File: src/rtl/muldiv_unit_if.sv
// ----------------------------------------------------------------------------
// muldiv_unit_if
//   Handshake/operand bundle between the control path and the iterative
//   RV32M multiply/divide unit.
//
//   Request  (master -> slave): start, funct3, op1, op2, rd_in
//   Response (slave -> master): busy, done, regwrite, result, rd_out
//
//   master : control path / issue logic
//   slave  : muldiv_unit
// ----------------------------------------------------------------------------
interface muldiv_unit_if #(
    parameter int WIDTH  = 32,
    parameter int ADDR_W = 5
);
    logic              start;
    logic [2:0]        funct3;
    logic [WIDTH-1:0]  op1;
    logic [WIDTH-1:0]  op2;
    logic [ADDR_W-1:0] rd_in;

    logic              busy;
    logic              done;
    logic              regwrite;
    logic [WIDTH-1:0]  result;
    logic [ADDR_W-1:0] rd_out;

    modport master (
        output start, funct3, op1, op2, rd_in,
        input  busy, done, regwrite, result, rd_out
    );

    modport slave (
        input  start, funct3, op1, op2, rd_in,
        output busy, done, regwrite, result, rd_out
    );
endinterface

File: src/rtl/muldiv_unit.sv
// ----------------------------------------------------------------------------
// muldiv_unit
//   Iterative RV32M multiply/divide execution unit. Accepts two register-file
//   operands plus a destination index, runs a WIDTH-cycle shift-add multiply
//   or restoring divide, and returns a registered write-back result with a
//   one-cycle done/regwrite strobe.
//
//   Ports
//     clk  : system clock, rising edge
//     rst  : asynchronous, active-low reset
//     bus  : muldiv_unit_if.slave
//              start/funct3/op1/op2/rd_in  request (start sampled in IDLE)
//              busy                         high whenever not IDLE
//              done, regwrite               one-cycle result-valid strobe
//              result, rd_out               registered write-back data/index
// ----------------------------------------------------------------------------
module muldiv_unit #(
    parameter int WIDTH  = 32,
    parameter int ADDR_W = 5
) (
    input  logic         clk,
    input  logic         rst,
    muldiv_unit_if.slave bus
);
    localparam int CNT_W = (WIDTH > 1) ? $clog2(WIDTH) : 1;
    localparam logic [WIDTH-1:0] MIN_NEG = {1'b1, {(WIDTH-1){1'b0}}};

    localparam logic [2:0] F3_MUL    = 3'b000;
    localparam logic [2:0] F3_MULH   = 3'b001;
    localparam logic [2:0] F3_MULHSU = 3'b010;
    localparam logic [2:0] F3_DIV    = 3'b100;
    localparam logic [2:0] F3_REM    = 3'b110;

    typedef enum logic [1:0] {IDLE, CALC, DONE} state_t;

    state_t              r_state;
    logic [2:0]          r_op;
    logic [ADDR_W-1:0]   r_rd;
    logic [CNT_W-1:0]    r_cnt;
    logic                r_busy;
    logic                r_done;
    logic [WIDTH-1:0]    r_result;
    logic                r_neg_q;
    logic                r_neg_r;
    logic [2*WIDTH-1:0]  r_prod;
    logic [WIDTH-1:0]    r_mcand;
    logic [WIDTH-1:0]    r_quo;
    logic [WIDTH-1:0]    r_dvs;
    logic [WIDTH:0]      r_rem;

    // Operand decode at accept
    logic                w_is_div;
    logic                w_s1;
    logic                w_s2;
    logic [WIDTH-1:0]    w_mag1;
    logic [WIDTH-1:0]    w_mag2;
    logic                w_div0;
    logic                w_ovf;

    always_comb begin
        w_is_div = bus.funct3[2];
        w_s1 = ((bus.funct3 == F3_MULH) || (bus.funct3 == F3_MULHSU) ||
                (bus.funct3 == F3_DIV)  || (bus.funct3 == F3_REM)) && bus.op1[WIDTH-1];
        w_s2 = ((bus.funct3 == F3_MULH) || (bus.funct3 == F3_DIV) ||
                (bus.funct3 == F3_REM)) && bus.op2[WIDTH-1];
        w_mag1 = w_s1 ? -bus.op1 : bus.op1;
        w_mag2 = w_s2 ? -bus.op2 : bus.op2;
        w_div0 = w_is_div && (bus.op2 == '0);
        // funct3[0]==0 selects the signed divide/remainder variants
        w_ovf  = w_is_div && !bus.funct3[0] && (bus.op1 == MIN_NEG) && (bus.op2 == '1);
    end

    // One shift-add multiply step: add multiplicand into the upper half when
    // the current multiplier bit (LSB) is set, then shift the product right.
    logic [WIDTH:0]      w_sum;
    logic [2*WIDTH-1:0]  w_prod_nx;

    always_comb begin
        w_sum     = {1'b0, r_prod[2*WIDTH-1:WIDTH]} + {1'b0, r_mcand};
        w_prod_nx = r_prod[0] ? {w_sum, r_prod[WIDTH-1:1]}
                              : {1'b0, r_prod[2*WIDTH-1:1]};
    end

    // One restoring divide step. r_rem[WIDTH] is always 0 after a step, but
    // folding it into the compare keeps the test correct for the full width.
    logic [WIDTH:0]      w_trial;
    logic [WIDTH:0]      w_diff;
    logic                w_ge;

    always_comb begin
        w_trial = {r_rem[WIDTH-1:0], r_quo[WIDTH-1]};
        w_diff  = w_trial - {1'b0, r_dvs};
        w_ge    = r_rem[WIDTH] || (w_trial >= {1'b0, r_dvs});
    end

    // Sign fix-up and result selection
    logic [2*WIDTH-1:0]  w_prod_fix;
    logic [WIDTH-1:0]    w_quo_fix;
    logic [WIDTH-1:0]    w_rem_fix;
    logic [WIDTH-1:0]    w_final;

    always_comb begin
        w_prod_fix = r_neg_q ? -r_prod : r_prod;
        w_quo_fix  = r_neg_q ? -r_quo : r_quo;
        w_rem_fix  = r_neg_r ? -r_rem[WIDTH-1:0] : r_rem[WIDTH-1:0];
        w_final    = '0;
        case (r_op)
            F3_MUL:                   w_final = w_prod_fix[WIDTH-1:0];
            3'b001, 3'b010, 3'b011:   w_final = w_prod_fix[2*WIDTH-1:WIDTH];
            3'b100, 3'b101:           w_final = w_quo_fix;
            default:                  w_final = w_rem_fix;
        endcase
    end

    always_ff @(posedge clk or negedge rst) begin
        if (!rst) begin
            r_state  <= IDLE;
            r_op     <= '0;
            r_rd     <= '0;
            r_cnt    <= '0;
            r_busy   <= 1'b0;
            r_done   <= 1'b0;
            r_result <= '0;
            r_neg_q  <= 1'b0;
            r_neg_r  <= 1'b0;
            r_prod   <= '0;
            r_mcand  <= '0;
            r_quo    <= '0;
            r_dvs    <= '0;
            r_rem    <= '0;
        end else begin
            r_done <= 1'b0;
            case (r_state)
                IDLE: begin
                    if (bus.start) begin
                        r_op    <= bus.funct3;
                        r_rd    <= bus.rd_in;
                        r_cnt   <= '0;
                        r_busy  <= 1'b1;
                        r_mcand <= w_mag1;
                        r_prod  <= {{WIDTH{1'b0}}, w_mag2};
                        r_dvs   <= w_mag2;
                        r_quo   <= w_mag1;
                        r_rem   <= '0;
                        r_neg_q <= w_s1 ^ w_s2;
                        r_neg_r <= w_s1;
                        // Special divides preload quotient/remainder so the
                        // normal fix-up/selection yields the architected value.
                        if (w_div0) begin
                            r_quo   <= '1;
                            r_rem   <= {1'b0, bus.op1};
                            r_neg_q <= 1'b0;
                            r_neg_r <= 1'b0;
                            r_state <= DONE;
                        end else if (w_ovf) begin
                            r_quo   <= MIN_NEG;
                            r_rem   <= '0;
                            r_neg_q <= 1'b0;
                            r_neg_r <= 1'b0;
                            r_state <= DONE;
                        end else begin
                            r_state <= CALC;
                        end
                    end
                end
                CALC: begin
                    r_cnt <= r_cnt + CNT_W'(1);
                    if (r_op[2]) begin
                        r_rem <= w_ge ? w_diff : w_trial;
                        r_quo <= {r_quo[WIDTH-2:0], w_ge};
                    end else begin
                        r_prod <= w_prod_nx;
                    end
                    if (r_cnt == CNT_W'(WIDTH-1)) begin
                        r_state <= DONE;
                    end
                end
                DONE: begin
                    r_result <= w_final;
                    r_done   <= 1'b1;
                    r_busy   <= 1'b0;
                    r_state  <= IDLE;
                end
                default: r_state <= IDLE;
            endcase
        end
    end

    assign bus.busy     = r_busy;
    assign bus.done     = r_done;
    assign bus.regwrite = r_done;
    assign bus.result   = r_result;
    assign bus.rd_out   = r_rd;

endmodule

File: src/flat_wrapper.sv
// flat-port wrapper written by rule: the top's interface ports become plain ports
module muldiv_unit_flat 
#(
    parameter int WIDTH  = 32,
    parameter int ADDR_W = 5
)
  (clk, rst, bus_start, bus_funct3, bus_op1, bus_op2, bus_rd_in, bus_busy, bus_done, bus_regwrite, bus_result, bus_rd_out);
  muldiv_unit_if #(.WIDTH(WIDTH), .ADDR_W(ADDR_W)) bus_i ();
  input  logic clk;
  input  logic rst;
  input wire logic [$bits(bus_i.start)-1:0] bus_start;
  input wire logic [$bits(bus_i.funct3)-1:0] bus_funct3;
  input wire logic [$bits(bus_i.op1)-1:0] bus_op1;
  input wire logic [$bits(bus_i.op2)-1:0] bus_op2;
  input wire logic [$bits(bus_i.rd_in)-1:0] bus_rd_in;
  output wire logic [$bits(bus_i.busy)-1:0] bus_busy;
  output wire logic [$bits(bus_i.done)-1:0] bus_done;
  output wire logic [$bits(bus_i.regwrite)-1:0] bus_regwrite;
  output wire logic [$bits(bus_i.result)-1:0] bus_result;
  output wire logic [$bits(bus_i.rd_out)-1:0] bus_rd_out;
  assign bus_i.start = bus_start;
  assign bus_i.funct3 = bus_funct3;
  assign bus_i.op1 = bus_op1;
  assign bus_i.op2 = bus_op2;
  assign bus_i.rd_in = bus_rd_in;
  assign bus_busy = bus_i.busy;
  assign bus_done = bus_i.done;
  assign bus_regwrite = bus_i.regwrite;
  assign bus_result = bus_i.result;
  assign bus_rd_out = bus_i.rd_out;
  muldiv_unit #(.WIDTH(WIDTH), .ADDR_W(ADDR_W)) u_core (.clk(clk), .rst(rst), .bus(bus_i));
endmodule
File: config.mk
export PLATFORM = sky130hd
export DESIGN_NAME = muldiv_unit_flat
export DESIGN_NICKNAME = d
export VERILOG_FILES = /design/src/rtl/muldiv_unit_if.sv /design/src/rtl/muldiv_unit.sv /design/src/flat_wrapper.sv
export SDC_FILE = /design/constraint.sdc
export NUM_CORES = 1
export LEC_CHECK = 0
export CAP_MARGIN = 30
export CORE_MARGIN = 1.5
export CORE_UTILIZATION = 60
export CTS_BUF_LIST = sky130_fd_sc_hd__clkbuf_8
export CTS_CLUSTER_DIAMETER = 50
export DETAILED_ROUTE_END_ITERATION = 10
export PLACE_DENSITY = 0.78
export RECOVER_POWER = 50
export SYNTH_ARGS = -nofsm -noshare
export SYNTH_HDL_FRONTEND = slang
export SYNTH_SLANG_ARGS = --single-unit
File: constraint.sdc
create_clock -name clk -period 6.6 [get_ports clk]
set_clock_uncertainty 0.05 [all_clocks]
set_input_delay 1.32 -clock clk [delete_from_list [all_inputs] [get_ports clk]]
set_output_delay 1.32 -clock clk [all_outputs]
set_load 0.05 [all_outputs]
==> results of run 1 <==
## critical path: stages
cell           delay [ns]
dlygate4sd3_1        0.59
nand2_1              1.86
nand2_2              1.05
buf_4                0.56
o211ai_1             0.16
o21ai_0              0.11
## layer usage
metal,share of wire (%),global-route usage [%]
met2,43,63.58
met1,39,55.37
met3,10,9.182
met5,0.013,0
met4,7.0,26.42
## power groups by stage
stage / combinational, mW / clock [mW] / sequential [mW]
final: 7.95 / 1.65 / 3.27
after global routing: 8.63 / 1.73 / 3.30
after CTS: 7.75 / 1.65 / 3.19
after detailed placement: 7.70 / 0 / 3.20
after global placement: 7.49 / 0 / 3.17
after floorplan: 5.64 / 0 / 2.86
## cell usage in the layout, fill, tap and decap left out, types with 14 or more instances in the layout
| cell | Yosys | final |
|---|---|---|
| a211oi_1 | 14 | 14 |
| a21o_1 | 36 | 36 |
| a21oi_1 | 215 | 215 |
| a221oi_1 | 15 | 15 |
| a31oi_1 | 37 | 36 |
| and3_1 | 20 | 20 |
| buf_4 | 1 | 25 |
| clkbuf_8 | 0 | 57 |
| clkdlybuf4s50_1 | 0 | 112 |
| dfrtp_1 | 244 | 243 |
| ha_1 | 72 | 72 |
| inv_1 | 62 | 69 |
| mux2i_1 | 27 | 27 |
| nand2_1 | 319 | 318 |
| nand2b_1 | 24 | 23 |
| nand3_1 | 38 | 38 |
| nand4_1 | 28 | 28 |
| nor2_1 | 203 | 202 |
| nor2b_1 | 15 | 14 |
| nor3_1 | 40 | 40 |
| nor4_1 | 21 | 21 |
| o211ai_1 | 16 | 16 |
| o21ai_0 | 252 | 252 |
| o22ai_1 | 33 | 33 |
| o31ai_1 | 47 | 47 |
| o41ai_1 | 23 | 23 |
| or3_1 | 28 | 28 |
| or4_1 | 28 | 28 |
| xnor2_1 | 104 | 104 |
| xor2_1 | 115 | 115 |
## final cells by class
cell class / instances / area [µm²]
Tap cell: 396 / 495.5
Clock inverter: 23 / 241.5
Sequential cell: 244 / 6107
Timing Repair Buffer: 142 / 1375
Fill cell: 2492 / 9548
Multi-Input combinational cell: 1909 / 11710
Clock buffer: 57 / 784.5
Inverter: 65 / 244.0
## stage by stage
step	area [µm²]	hold slack (ns)	utilization (%)	setup WS (ns)	total power [mW]
3_5_place_dp	19960	0.4192	65.42	1.795	10.90
5_1_grt	20960	0.4494	68.70	1.137	13.66
4_1_cts	20990	0.4328	68.78	2.348	12.59
2_1_floorplan	18590	0.3994	-	2.675	8.492
3_3_place_gp	19930	0.4110	65.33	1.850	10.67
6_report	20960	0.4263	68.70	1.327	12.86
## cells by family after synthesis
kind of cell	Yosys count	synth area share [%]
AO/OA/AOI/OAI	773	25.38
flip-flops	244	32.85
XOR/XNOR	219	10.32
adder cells (fa/ha/maj)	74	5.063
buffers and inverters	210	4.261
AND/OR/NAND/NOR	811	20.36
multiplexers	32	1.757
## state kept, by name, indices dropped and copies added, names as in the netlist, 5 cells and up
signal and flops:
u_core.r_mcand 32, u_core.r_rem 33, u_core.bus.result 32, u_core.r_quo 32
u_core.r_dvs 32, u_core.r_cnt 5, u_core.r_prod 64, u_core.bus.rd_out 5
## worst min-delay path by stage
stage,from,to,slack (ns),depth (start not counted)
finish,u_core.r_dvs[19]$_DFFE_PN0P_,u_core.r_dvs[19]$_DFFE_PN0P_,0.43,2
global route,u_core.r_dvs[19]$_DFFE_PN0P_,u_core.r_dvs[19]$_DFFE_PN0P_,0.45,2
CTS,u_core.bus.rd_out[0]$_DFFE_PN0P_,u_core.bus.rd_out[0]$_DFFE_PN0P_,0.43,2
detailed placement,u_core.bus.rd_out[0]$_DFFE_PN0P_,u_core.bus.rd_out[0]$_DFFE_PN0P_,0.42,2
global placement,u_core.bus.rd_out[2]$_DFFE_PN0P_,u_core.bus.rd_out[2]$_DFFE_PN0P_,0.41,2
floorplan,u_core.r_cnt[3]$_DFFE_PN0P_,u_core.r_cnt[3]$_DFFE_PN0P_,0.40,1
==> reports/results.tsv, run 1 <==
stage	metric	value	unit
sta	hold_viol	0	
cells_and_area	final_cell_count_no_fill	2836	
floorplanning	row_count	64	
grt	grt_pass1_wl	102.6	mm
clocking	max-clock-path-buffers	3	
pwr	switching_share	52.46	%
sta	fin_crit_sh	79.89	%
logic_synthesis	yosysWarnings	0	
critical_path	cp-startpoint	bus_start	
place	dp_cells	2756	
cells_and_area	area_growth	12.78	%
cells_and_area	fin_nets	2556	
place	dp_hpwl	50.67	mm
grt	grt_antenna_before_repair	1	
sta	finalSetupTns	0	ns
pwr	clkPwrFrac	12.8	%
pwr	p_int	6.113	mW
route	drc	0	
pwr	p_switching	6.747	mW
floorplanning	initial_utilization	60.92	%
logic_synthesis	postSynthAreaPerCell	7.865	µm²
logic_synthesis	synth.top_cell.area_share	32.85	%
pwr	seqPwrFrac	25.4	%
hold_path	hold_path_class	reg2reg	
logic_synthesis	synthCells	2363	
critical_path	reg2reg_to	u_core.r_quo[19]$_DFFE_PN0P_	
critical_path	crit_path_start_kind	input port	
run_status	violations	max-capacitance violations, max-slew violations	
route	vias_per_cell	6.758	
critical_path	cp_max_fo	72	
route	wire_per_inst	23.94	µm
grt	gr-usage-all-layers	42.31	%
route	drt-pass1-iter-count	8	
grt	grt_pass1_vias	17530	
route	drtIter0Drc	2228	
sta	drv_slew	248	
critical_path	required	7.03	ns
critical_path	r2r_start	u_core.r_state[0]$_DFFE_PN0P_	
clocking	post_cts_buffers	0	
clocking	cts_hold_buf	0	
critical_path	endpoint	u_core.r_quo[19]$_DFFE_PN0P_	
cells_and_area	drive_gt1_share	5.656	%
floorplanning	dieArea	32040	µm²
logic_synthesis	syn_area	18590	µm²
floorplanning	dieWidth	179	µm
sta	tightest_slew	3.175	ns
logic_synthesis	yosys-top-cells-area	dfrtp_1 (33%), o21ai_0 (6.8%), nand2_1 (6.4%)	
clocking	cts.htree.levels	2	
critical_path	worst_ep_arrival_time	5.71	ns
critical_path	path_class	in2reg	
logic_synthesis	yosysSeqAreaShare	32.85	%
pwr	ir_drop	0.4228	mV
sta	finalSetupViolations	0	
logic_synthesis	yosys-top-cells-count	nand2_1 (319), o21ai_0 (252), dfrtp_1 (244)	
pwr	p_leak	8.598	nW
run_status	status	finished with violations	
critical_path	r2r_setup_slack	2.05	ns
place	io_buffers	114	
floorplanning	io_pins	115	
logic_synthesis	synth_edf_count	0	
logic_synthesis	synth_area_leader_cell	dfrtp_1	
critical_path	r2r_cells	6	
place	gp_congestion	1.043	
clocking	cts_buffers	45	
clocking	cts_resized	0	
logic_synthesis	synth_most_common_cell	nand2_1	
clocking	cts_tree	done	
clocking	cts.root.buffer_cell	clkbuf_8	
logic_synthesis	ys_types	74	
pwr	power_density	613.5	nW/µm²
clocking	clk_pin_slew	0.06	ns
cells_and_area	antennaDiodeCount	0	
grt	overflow	0	
run	maxCapViolations	3	
sta	fmax	0.1897	GHz
clocking	clock_latency	0.62	ns
clocking	cts_num_sinks	244	
logic_synthesis	synth_ff_type	dfrtp_1	
logic_synthesis	ys_async_sr_fraction	100.0	%
sta	period_minus_slack	5.273	ns
floorplanning	core_area	30510	µm²
logic_synthesis	ys_seq_elements	244	
route	wl	67.90	mm
route	dr_total_vias	19170	
floorplanning	die_h	179	µm
route	final_antenna_net_count	0	
critical_path	cp-end-kind	flip-flop	
pwr	combPwrFrac	61.8	%
grt	grt_start_max_net_pins	125	
logic_synthesis	synth_fp_nets	2512	
sta	slew_headroom	-111.7	%
sta	rsz0062_at_grt	no	
Power figures use the tool's default switching activity.
==> run 2: changes to the inputs <==
- clock period: 6.6 -> 5.5 ns (I/O delays scaled with it)
==> reports/results.tsv, run 2 (synthesized netlist as in run 1, its figures left out) <==
stage	metric	value	unit
sta	finalSetupTns	0	ns
hold_path	hold_end	u_core.bus.rd_out[2]$_DFFE_PN0P_	
sta	slew_headroom	-95.90	%
grt	grt_pass1_vias	17350	
cells_and_area	largest_reg_flops	64	
route	drc	0	
grt	overflow	0	
cells_and_area	top_register	u_core.r_prod	
cells_and_area	final_common_cell	nand2_1	
clocking	cts_hold_buf	0	
critical_path	cp-end-kind	flip-flop	
sta	hold_ws	0.4272	ns
critical_path	r2r_cells	12	
clocking	cts_buffers	46	
grt	grt_pass1_wl	101.4	mm
place	pre_cts_ws	0.9148	ns
hold_path	whs_path_depth	2	
critical_path	r2r_setup_slack	1.17	ns
grt	grt_antenna_before_repair	1	
grt	gr-usage-all-layers	41.97	%
pwr	p_leak	8.604	nW
sta	rsz0062_at_grt	no	
critical_path	crit_path_start_kind	input port	
critical_path	required	5.86	ns
critical_path	cp_max_fo	67	
cells_and_area	area_growth	12.89	%
clocking	cts_num_sinks	244	
cells_and_area	fin_nets	2561	
cells_and_area	drive_gt1_share	5.596	%
cells_and_area	fin_util	68.77	%
floorplanning	row_count	64	
pwr	power_density	735.0	nW/µm²
route	dr_total_vias	19320	
run_status	violations	max-capacitance violations, max-slew violations	
route	vias_per_cell	6.795	
sta	drv_slew	329	
cells_and_area	antennaDiodeCount	0	
critical_path	reg2reg_to	u_core.bus.result[26]$_DFFE_PN0P_	
place	dp_hpwl	51.59	mm
sta	period_minus_slack	4.853	ns
sta	fin_ws	0.6469	ns
critical_path	r2r_start	u_core.r_prod[0]$_DFFE_PN0P_	
sta	fin_crit_sh	88.24	%
floorplanning	dieArea	32040	µm²
route	drt-pass1-iter-count	6	
clocking	clk_pin_slew	0.06	ns
cells_and_area	final_cell_count_no_fill	2844	
place	io_buffers	114	
critical_path	path_class	in2reg	
sta	tightest_slew	2.938	ns
cells_and_area	reg_top3	u_core.r_prod: 64 flops, u_core.r_rem: 33 flops	
clocking	cts.htree.levels	2	
clocking	clock_latency	0.60	ns
route	final_antenna_net_count	0	
place	gp_congestion	1.051	
floorplanning	initial_utilization	60.92	%
route	drtIter0Drc	2591	
critical_path	worst_ep_arrival_time	5.21	ns
pwr	ir_drop	0.4515	mV
cells_and_area	mostFrequentLayoutCells	nand2_1 (318), o21ai_0 (252), dfrtp_1 (243)	
run_status	status	finished with violations	
run	maxCapViolations	6	
route	wire_per_inst	23.89	µm
clocking	cts_resized	0	
clocking	cts.root.buffer_cell	clkbuf_8	
sta	hold_viol	0	
clocking	cts_tree	done	
clocking	max-clock-path-buffers	3	
floorplanning	io_pins	115	
hold_path	hold_path_class	reg2reg	
sta	finalSetupViolations	0	
grt	grt_start_max_net_pins	105	
place	dp_cells	2760	
floorplanning	dieWidth	179	µm
hold_path	worstHoldStart	u_core.bus.rd_out[2]$_DFFE_PN0P_	
route	wl	67.94	mm
floorplanning	die_h	179	µm
sta	fmax	0.2061	GHz
clocking	post_cts_buffers	0	
critical_path	cp-startpoint	bus_start	
floorplanning	core_area	30510	µm²
run 2: cell types whose count changed in the layout (fill, tap and decap cells not counted), moves of 2 or more:
cell / previous run / this run
buf_4: 25 / 23
bufinv_16: 4 / 6
clkbuf_1: 1 / 7
clkbuf_8: 57 / 55
clkinv_4: 3 / 0
clkinvlp_4: 1 / 4
inv_1: 69 / 72
inv_6: 1 / 3
run 2: final cells by class:
class / instances / area (µm²)
fill: 2555 / 9528
timing repair buffer: 146 / 1360
clock buffer: 55 / 757.0
multi-input combinational: 1909 / 11710
tap: 396 / 495.5
clock inverter: 29 / 304.0
sequential: 244 / 6107
inverter: 65 / 244.0
run 2: how the worst max path moves through the flow:
stage                     slack, ns  cells after the start                           endpoint
after floorplan                1.58                     13  u_core.bus.result[28]$_DFFE_PN0P_
after global placement         1.04                     11        u_core.r_rem[7]$_DFFE_PN0P_
after CTS                      1.36                     12  u_core.bus.result[26]$_DFFE_PN0P_
after detailed placement       0.91                     11        u_core.r_rem[7]$_DFFE_PN0P_
after global routing           0.52                      2      u_core.r_prod[21]$_DFFE_PN0P_
final                          0.65                      6       u_core.r_quo[30]$_DFFE_PN0P_
run 2: report_power, final:
part,internal (mW),switching [mW],leakage [nW]
clock,1.20,0.830,0.571
sequential,2.60,1.34,2.95
combinational,3.58,5.87,5.08
total,7.38,8.04,8.60
run 2: critical path: stages:
cell           delay (ns)
dlygate4sd3_1        0.59
nand2_1              1.65
nand2_2              1.01
buf_4                0.54
nor2_1               0.14
a21oi_1              0.07
run 2: routing by layer:
layer / GRT usage, % / part of all wire, % / vias to the layer above
li1: - / - / 8646
met1: 55.01 / 39 / 9126
met2: 64.00 / 43 / 1259
met3: 7.697 / 10 / 291
met4: 26.42 / 7.5 / 2
met5: 0 / 0.015 / -
run 2: metrics by stage:
step,cell area (µm²),power [mW]
after CTS,21050,15.12
after detailed placement,19990,13.04
after global placement,19960,12.77
final,20980,15.42
after floorplan,18590,10.19
after global routing,20980,16.35
